<file path="src/rtl/maze_pkg.sv">
// Shared MAZE network definitions: packet field widths, type encodings and the
// packet record carried from a local requester into a node pkt_in port.
package maze_pkg;

    localparam int TYPE_W = 2;
    localparam int ID_W   = 4;
    localparam int FLIT_W = 32;

    typedef enum logic [TYPE_W-1:0] {
        PKT_UNI = 2'b00,
        PKT_XMC = 2'b01,
        PKT_YMC = 2'b10,
        PKT_BC  = 2'b11
    } pkt_type_e;

    typedef struct packed {
        logic [TYPE_W-1:0] ptype;
        logic [ID_W-1:0]   src;
        logic [ID_W-1:0]   tgt;
        logic [FLIT_W-1:0] data;
    } pkt_t;

    typedef enum logic {
        ST_EMPTY = 1'b0,
        ST_FULL  = 1'b1
    } slot_st_e;

endpackage

</file>
<file path="src/rtl/rr_pick.sv">
// Round-robin picker: one-hot grant to the first requester strictly after ptr_i,
// wrapping around, so ptr_i itself has lowest priority.
module rr_pick #(
    parameter int N = 4
) (
    input  logic [N-1:0]         req_i,
    input  logic [$clog2(N)-1:0] ptr_i,
    output logic [N-1:0]         gnt_o
);

    localparam int PW = $clog2(N);

    logic          found;
    logic [PW-1:0] idx;

    always_comb begin
        gnt_o = '0;
        found = 1'b0;
        idx   = '0;
        for (int i = 1; i <= N; i++) begin
            idx = PW'((int'(ptr_i) + i) % N);
            if (!found && req_i[idx]) begin
                gnt_o[idx] = 1'b1;
                found      = 1'b1;
            end
        end
    end

endmodule

</file>
<file path="src/rtl/pkt_in_arb.sv">
// QoS-aware arbiter merging N_REQ local requesters into one node pkt_in port through
// a single output register, with a starvation limit on high-QoS traffic.
module pkt_in_arb
    import maze_pkg::*;
#(
    parameter int N_REQ     = 4,
    parameter int STARVE_TH = 8
) (
    input  logic                              clk,
    input  logic                              rst,
    input  logic [N_REQ-1:0]                  req_vld,
    input  logic [N_REQ-1:0]                  req_qos,
    input  logic [N_REQ-1:0][TYPE_W-1:0]      req_type,
    input  logic [N_REQ-1:0][ID_W-1:0]        req_src,
    input  logic [N_REQ-1:0][ID_W-1:0]        req_tgt,
    input  logic [N_REQ-1:0][FLIT_W-1:0]      req_data,
    output logic [N_REQ-1:0]                  req_rdy,
    output logic                              pkt_in_vld,
    output logic                              pkt_in_qos,
    output logic [TYPE_W-1:0]                 pkt_in_type,
    output logic [ID_W-1:0]                   pkt_in_src,
    output logic [ID_W-1:0]                   pkt_in_tgt,
    output logic [FLIT_W-1:0]                 pkt_in_data,
    input  logic                              pkt_in_rdy,
    output logic [$clog2(N_REQ)-1:0]          grant_id
);

    localparam int PW = $clog2(N_REQ);
    localparam int SW = $clog2(STARVE_TH + 1);

    slot_st_e         state_q, state_d;
    logic [PW-1:0]    hi_ptr_q, hi_ptr_d, lo_ptr_q, lo_ptr_d;
    logic [PW-1:0]    gid_q, win_idx;
    logic [SW-1:0]    starve_q, starve_d;
    pkt_t             pkt_q, win_pkt;
    logic             qos_q;
    logic [N_REQ-1:0] hi_req, lo_req, hi_gnt, lo_gnt, gnt;
    logic             slot_free, any_lo, force_lo, use_hi, win;

    assign hi_req    = req_vld & req_qos;
    assign lo_req    = req_vld & ~req_qos;
    assign any_lo    = |lo_req;
    assign force_lo  = any_lo && (starve_q == SW'(STARVE_TH));
    assign use_hi    = (|hi_req) && !force_lo;
    assign slot_free = (state_q == ST_EMPTY) || pkt_in_rdy;

    rr_pick #(.N(N_REQ)) u_pick_hi (.req_i(hi_req), .ptr_i(hi_ptr_q), .gnt_o(hi_gnt));
    rr_pick #(.N(N_REQ)) u_pick_lo (.req_i(lo_req), .ptr_i(lo_ptr_q), .gnt_o(lo_gnt));

    // Grant is purely a function of valid/QoS/slot state, never of packet contents.
    always_comb begin
        gnt = '0;
        if (!rst && slot_free)
            gnt = use_hi ? hi_gnt : lo_gnt;
    end

    assign req_rdy = gnt;
    assign win     = |gnt;

    always_comb begin
        win_idx = '0;
        for (int i = 0; i < N_REQ; i++)
            if (gnt[i]) win_idx = PW'(i);
    end

    assign win_pkt = '{ptype: req_type[win_idx], src: req_src[win_idx],
                       tgt: req_tgt[win_idx], data: req_data[win_idx]};

    always_comb begin
        state_d = state_q;
        case (state_q)
            ST_EMPTY: if (win) state_d = ST_FULL;
            ST_FULL:  if (pkt_in_rdy && !win) state_d = ST_EMPTY;
            default:  state_d = ST_EMPTY;
        endcase
    end

    always_comb begin
        hi_ptr_d = hi_ptr_q;
        lo_ptr_d = lo_ptr_q;
        starve_d = starve_q;
        if (win) begin
            if (use_hi) hi_ptr_d = win_idx;
            else        lo_ptr_d = win_idx;
        end
        // Count only high grants that bypass a waiting low request.
        if (!any_lo || (win && !use_hi))
            starve_d = '0;
        else if (win && use_hi && (starve_q != SW'(STARVE_TH)))
            starve_d = starve_q + 1'b1;
    end

    always_ff @(posedge clk or posedge rst) begin
        if (rst) begin
            state_q  <= ST_EMPTY;
            hi_ptr_q <= PW'(N_REQ - 1);
            lo_ptr_q <= PW'(N_REQ - 1);
            starve_q <= '0;
        end else begin
            state_q  <= state_d;
            hi_ptr_q <= hi_ptr_d;
            lo_ptr_q <= lo_ptr_d;
            starve_q <= starve_d;
        end
    end

    always_ff @(posedge clk or posedge rst) begin
        if (rst) begin
            pkt_q <= '0;
            qos_q <= 1'b0;
            gid_q <= '0;
        end else if (win) begin
            pkt_q <= win_pkt;
            qos_q <= req_qos[win_idx];
            gid_q <= win_idx;
        end
    end

    assign pkt_in_vld  = (state_q == ST_FULL);
    assign pkt_in_qos  = qos_q;
    assign pkt_in_type = pkt_q.ptype;
    assign pkt_in_src  = pkt_q.src;
    assign pkt_in_tgt  = pkt_q.tgt;
    assign pkt_in_data = pkt_q.data;
    assign grant_id    = gid_q;

endmodule

</file>
<file path="config.mk">
export PLATFORM = sky130hd
export DESIGN_NAME = pkt_in_arb
export DESIGN_NICKNAME = d
export VERILOG_FILES = /design/src/rtl/maze_pkg.sv /design/src/rtl/rr_pick.sv /design/src/rtl/pkt_in_arb.sv
export SDC_FILE = /design/constraint.sdc
export NUM_CORES = 1
export LEC_CHECK = 0
export CORE_MARGIN = 2
export CORE_UTILIZATION = 36
export DETAILED_ROUTE_END_ITERATION = 8
export GPL_ROUTABILITY_DRIVEN = 0
export MAX_ROUTING_LAYER = met4
export PLACE_DENSITY = 0.76
export SETUP_SLACK_MARGIN = 0.1
export SLEW_MARGIN = 10
export SYNTH_ARGS = -nofsm -noshare
export SYNTH_HDL_FRONTEND = slang
export SYNTH_SLANG_ARGS = --single-unit
</file>
<file path="constraint.sdc">
create_clock -name clk -period 4.8 [get_ports clk]
set_input_delay 1.2 -clock clk [delete_from_list [all_inputs] [get_ports clk]]
set_output_delay 1.2 -clock clk [all_outputs]
set_load 0.1 [all_outputs]
</file>
Word level (Yosys, flattened, before mapping)
Index checks and enable logic that the tools add are counted.
{"block": "totals", "ff_bits": 54, "out_inout_bits": 50, "word_cells": 155}
{"block": "classes", "addsub": 9, "magnitude_cmp": 17, "eq_ne": 2, "muxes": 66, "bitwise": 11, "reduce_logical": 40}
{"op": "$bmux 32 s2", "n": 1}
{"op": "$mux 4", "n": 14}
{"op": "$mux 32", "n": 1}
{"op": "$lt 2x3->1 const B", "n": 9}
{"op": "$mux 1", "n": 26}
{"op": "$or 4x4->4", "n": 6}
{"op": "$logic_and 1x1->1", "n": 21}
{"op": "$bmux 1 s2", "n": 9}
{"op": "$bmux 4 s2", "n": 2}
{"op": "$demux 1 s2", "n": 8}
{"op": "$ge 2x1->1 const B", "n": 8}
{"op": "$reduce_or 4->1", "n": 3}
{"op": "$logic_not 1->1", "n": 11}
{"op": "$add 2x1->2 const B", "n": 4}
{"op": "$add 2x2->2 const B", "n": 4}
{"op": "$and 4x4->4", "n": 2}
{"op": "$mux 2", "n": 3}
{"op": "$add 4x1->4 const B", "n": 1}
{"op": "$bmux 2 s2", "n": 1}
{"op": "$eq 4x4->1 const B", "n": 1}
{"op": "$ne 4x4->1 const B", "n": 1}
{"op": "$not 4->4", "n": 1}
{"op": "$reduce_and 2->1", "n": 2}
{"op": "$logic_or 1x1->1", "n": 2}
{"op": "3 further kinds", "n": 4}

Logic depth before layout (Yosys ltp)
{"block": "depth", "word_depth": 21, "ltp_mapped": 14, "depth_no_buf": 11}

By module
A second synthesis with hierarchy kept.
{"block": "hier_totals", "cells_unflattened": 478, "area_unflattened_um2": 4556.9}
{"module": "pkt_in_arb", "instances": 1, "cells_each": 402, "area_each_um2": 3841.2, "seq_area_each_um2": 1356.3}
{"module": "rr_pick", "instances": 2, "cells_each": 38, "area_each_um2": 357.8, "seq_area_each_um2": 0.0}

Least setup slack after synthesis
OpenSTA, ideal clock, no wires.
{"block": "synth_path", "path_type": "input -> output", "startpoint": "input req_vld[1]", "endpoint": "output req_rdy[2]", "arrival_ns": 3.822, "required_ns": 3.600, "setup_slack_ns": -0.222, "cell_stages": 6, "path_buffers": 1, "cell_sequence": "nor2b_1 > buf_4 > mux4_2 > nor4b_2 > a2111oi_4 > nor2_1"}
{"block": "synth_via", "elab_chain_cells": 15}
{"element": "start: declaration", "line_no": "pkt_in_arb.sv:11", "source": "input logic [N_REQ-1:0] req_vld,"}
{"element": "$and 4x4->4 (on tied branches)", "line_no": "pkt_in_arb.sv:41, pkt_in_arb.sv:40"}
{"element": "$bmux 1 s2", "line_no": "rr_pick.sv:22", "source": "if (!found && req_i[idx]) begin"}
{"element": "$mux 1 (implied by the code)", "line_no": "rr_pick.sv:22"}
{"element": "$mux 1", "line_no": "rr_pick.sv:22"}
{"element": "$logic_not 1->1", "line_no": "rr_pick.sv:22"}
{"element": "$logic_and 1x1->1", "line_no": "rr_pick.sv:22"}
{"element": "$mux 1", "line_no": "rr_pick.sv:22"}
{"element": "$logic_not 1->1", "line_no": "rr_pick.sv:22"}
{"element": "$logic_and 1x1->1", "line_no": "rr_pick.sv:22"}
{"element": "$mux 1", "line_no": "rr_pick.sv:22"}
{"element": "$logic_not 1->1", "line_no": "rr_pick.sv:22"}
{"element": "$logic_and 1x1->1", "line_no": "rr_pick.sv:22"}
{"element": "$mux 4", "line_no": "rr_pick.sv:22"}
{"element": "$mux 4 (*)", "line_no": "pkt_in_arb.sv:54", "source": "gnt = use_hi ? hi_gnt : lo_gnt;"}
{"element": "$mux 4 (*)", "line_no": "pkt_in_arb.sv:53", "source": "if (!rst && slot_free)"}
{"element": "end: declaration", "line_no": "pkt_in_arb.sv:17", "source": "output logic [N_REQ-1:0] req_rdy,"}
Mark *: on every way between the ends. The rest lies on a longest branch, timed or not. The select of a mux whose other input is x is not followed.

Worst setup path in the final report
{"block": "layout_path", "startpoint": "input req_qos[3]", "endpoint": "output req_rdy[1]"}
{"block": "layout_via", "elab_chain_cells": 16}
{"element": "start: declaration", "line_no": "pkt_in_arb.sv:12", "source": "input logic [N_REQ-1:0] req_qos,"}
{"element": "$not 4->4", "line_no": "pkt_in_arb.sv:41", "source": "assign lo_req = req_vld & ~req_qos;"}
{"element": "$and 4x4->4", "line_no": "pkt_in_arb.sv:41"}
{"element": "$bmux 1 s2", "line_no": "rr_pick.sv:22"}
{"element": "$mux 1 (implied by the code)", "line_no": "rr_pick.sv:22"}
{"element": "$mux 1", "line_no": "rr_pick.sv:22"}
{"element": "$logic_not 1->1", "line_no": "rr_pick.sv:22"}
{"element": "$logic_and 1x1->1", "line_no": "rr_pick.sv:22"}
{"element": "$mux 1", "line_no": "rr_pick.sv:22"}
{"element": "$logic_not 1->1", "line_no": "rr_pick.sv:22"}
{"element": "$logic_and 1x1->1", "line_no": "rr_pick.sv:22"}
{"element": "$mux 1", "line_no": "rr_pick.sv:22"}
{"element": "$logic_not 1->1", "line_no": "rr_pick.sv:22"}
{"element": "$logic_and 1x1->1", "line_no": "rr_pick.sv:22"}
{"element": "$mux 4", "line_no": "rr_pick.sv:22"}
{"element": "$mux 4 (*)", "line_no": "pkt_in_arb.sv:54"}
{"element": "$mux 4 (*)", "line_no": "pkt_in_arb.sv:53"}
Marks and branches as above.

==> impl_metrics.env <==
export IMPL_layout_drive_gt1_share_pct=14.35
export IMPL_grt_pass1_vias=4973
export IMPL_drt_iter0_drc=472
export IMPL_cts_sinks=54
export IMPL_fp_dieW_microns=114.3
export IMPL_synth_cell_area_sq_um=4377
export IMPL_yosysWarnings=0
export IMPL_use_met1_pct=31.41
export IMPL_pin_count=229
export IMPL_hold_violations=0
export IMPL_utilization_pct=60.67
export IMPL_slew_viol_final=0
export IMPL_cts_htree_levels=2
export IMPL_fin_setup_tns_ps=0
export IMPL_multi_input_area_sq_um=2894
export IMPL_ys_types=65
export IMPL_ff2ff_path_depth=9
export IMPL_nets=893
export IMPL_worstSetupPathType="input pin to output port"
export IMPL_min_period_ps=4513
export IMPL_fmax_mhz=221.6
export IMPL_routed_wl_microns=17510
export IMPL_insertion_delay_ps=290
export IMPL_antenna_found_initial=0
export IMPL_power_density_nw_per_um2=674.3
export IMPL_p_leak_nw=2.970
export IMPL_max_cap_viol_count=0
export IMPL_rsz0062_at_grt="false"
export IMPL_antenna_left=0
export IMPL_cts_root_buf="clkbuf_16"
export IMPL_status="finished clean"
export IMPL_ir_worst_vdd_uv=483.2
export IMPL_end_kind="output port"
export IMPL_syn2layout_area_growth_pct=65.81
export IMPL_synth_edff_count=0
export IMPL_tritoncts="done"
export IMPL_synthesis_nets=657
export IMPL_initial_core_util_pct=36.59
export IMPL_setup_violations_final=0
export IMPL_grt_first_pass_wirelength_microns=26300
export IMPL_synthArstFlopShare_pct=100.0
export IMPL_core_sq_um=11960
export IMPL_antenna_cells=0
export IMPL_port_buffers=228
export IMPL_grt_busiest_layer="met2"
export IMPL_hold_depth=2
export IMPL_gr_usage_met3_pct=4.976
export IMPL_synth_seq_cells=54
export IMPL_fp_row_count=40
export IMPL_syn_area_per_cell_sq_um=9.515
export IMPL_crit_fanout=6
export IMPL_grtUsageTotal_pct=26.05
export IMPL_min_period_over_period_pct=94.01
export IMPL_worstPathRequired_ps=3600
export IMPL_preCtsSetupSlack_ps=-62.61
export IMPL_wl_per_cell_microns=20.75
export IMPL_dp_hpwl_microns=13070
export IMPL_use_met2_pct=44.84
export IMPL_firstDrtPassIters=5
export IMPL_finClkSkew_ps=9.448
export IMPL_crit_path_start_kind="input pin"
export IMPL_tightest_slew_ps=1060
export IMPL_grt_max_degree=45
export IMPL_layout_common_cells="216 x clkdlybuf4s50_1, 50 x dfrtp_1, 33 x nand3_1"
export IMPL_vias=4968
export IMPL_clk_pin_slew_ps=70
export IMPL_design_die_area_sq_um=13060
export IMPL_worst_slack_ps=287.5
export IMPL_mostFrequentLayoutCell="clkdlybuf4s50_1"
export IMPL_postSynthCellCount=460
export IMPL_ys_seq_area_share_pct=30.99
export IMPL_regArea_sq_um=1356
export IMPL_grt_remaining_overflow=0
export IMPL_fillers=1018
export IMPL_dieHeight_microns=114.3
export IMPL_worstPathArrival_ps=3310
export IMPL_power_mw=4.893
export IMPL_synth_top_flop_cell="dfrtp_1"
export IMPL_vias_per_cell=5.886
export IMPL_relSlewSlack_pct=29.14
export IMPL_hold_path_class="flip-flop to flip-flop"
export IMPL_drcViolationCount=0
export IMPL_clk_path_buf_depth=2
export IMPL_numCtsBuffers=5
## state kept, by name, indices dropped and copies added, names as in the netlist
| signal | flops |
|---|---|
| pkt_in_vld | 1 |
| grant_id | 2 |
| pkt_in_qos | 1 |
| starve_q | 4 |
| pkt_in_data | 32 |
| hi_ptr_q | 2 |
| pkt_in_src | 4 |
| pkt_in_type | 2 |
| pkt_in_tgt | 4 |
| lo_ptr_q | 2 |
## metal layers
layer | up-vias | routed length (microns)
met3 | 34 | 1287
met2 | 253 | 8707
li1 | 2287 | -
met4 | 0 | 482
met1 | 2394 | 7033
met5 | - | 0
## critical path, cell delays in order
cell	delay, ps
dlygate4sd2_1	300
and2_1	200
mux4_2	540
a221o_1	390
o31a_1	340
nand2_4	80
clkinvlp_4	90
buf_12	160
## synthesized netlist by cell type (16+ instances only)
| library cell | count | area (sq um) |
|---|---|---|
| dfrtp_1 | 50 | 1251 |
| nand3_1 | 34 | 170.2 |
| o211ai_1 | 30 | 225.2 |
| a22oi_1 | 27 | 202.7 |
| nand2_1 | 27 | 101.4 |
| buf_2 | 18 | 90.09 |
| ha_1 | 18 | 225.2 |
| and3_1 | 16 | 100.1 |
| mux2_2 | 16 | 180.2 |
| o211a_1 | 16 | 160.2 |
| o22a_1 | 16 | 140.1 |
| or3_1 | 16 | 100.1 |
## cell type report
type | count | share of cell area, %
multi-input combinational | 362 | 39.88
timing repair buffer | 261 | 35.93
sequential | 54 | 18.69
tap | 147 | 2.534
clock buffer | 6 | 1.776
inverter | 12 | 0.6724
clock inverter | 2 | 0.5172
## kinds of logic (layout without fill, tap and decap cells)
group / Yosys count / count (layout) / share of synthesized area (%)
buffers and inverters: 44 / 281 / 5.146
AO/OA/AOI/OAI: 155 / 155 / 28.87
flip-flops: 54 / 54 / 30.99
AND/OR/NAND/NOR: 151 / 151 / 19.21
multiplexers: 38 / 38 / 10.63
adder cells (fa/ha/maj): 18 / 18 / 5.146
## worst paths after layout
kind / from / slack (ps) / end
worst max-delay path: req_qos[3] / 290 / req_rdy[1]
worst min-delay path: grant_id[1] / 500 / grant_id[1]
worst min register to register: grant_id[1] / 500 / grant_id[1]
max in group asynchronous: rst / 2700 / pkt_in_data[12]
worst max register to register: hi_ptr_q[0] / 870 / pkt_in_tgt[2]
min in group asynchronous: rst / 1250 / pkt_in_qos
## repair_timing
item / 4_1_cts / 5_1_grt
resized for setup: 7 / 18
setup buffers: 0 / 1
hold buffers: 0 / 0
endpoints found under the hold margin: 0 / 0
pin swaps: 0 / 1
setup endpoints to repair: 4 / 4
## per-stage QoR
stage | hold slack [ps] | instance area [sq um] | instances
3_5_place_dp | 478.5 | 6992 | 835
5_1_grt | 535.8 | 7257 | 844
3_3_place_gp | 463.4 | 6992 | 835
4_1_cts | 504.6 | 7176 | 843
6_report | 496.4 | 7257 | 844
2_1_floorplan | 516.7 | 4412 | 460
## where the power goes
| part | internal, mW | total (mW) | switching (mW) |
|---|---|---|---|
| Clock | 0.247 | 0.414 | 0.167 |
| Sequential | 0.688 | 0.859 | 0.171 |
| Combinational | 1.14 | 3.62 | 2.48 |
No activity file was read; power rests on OpenSTA's default activity.
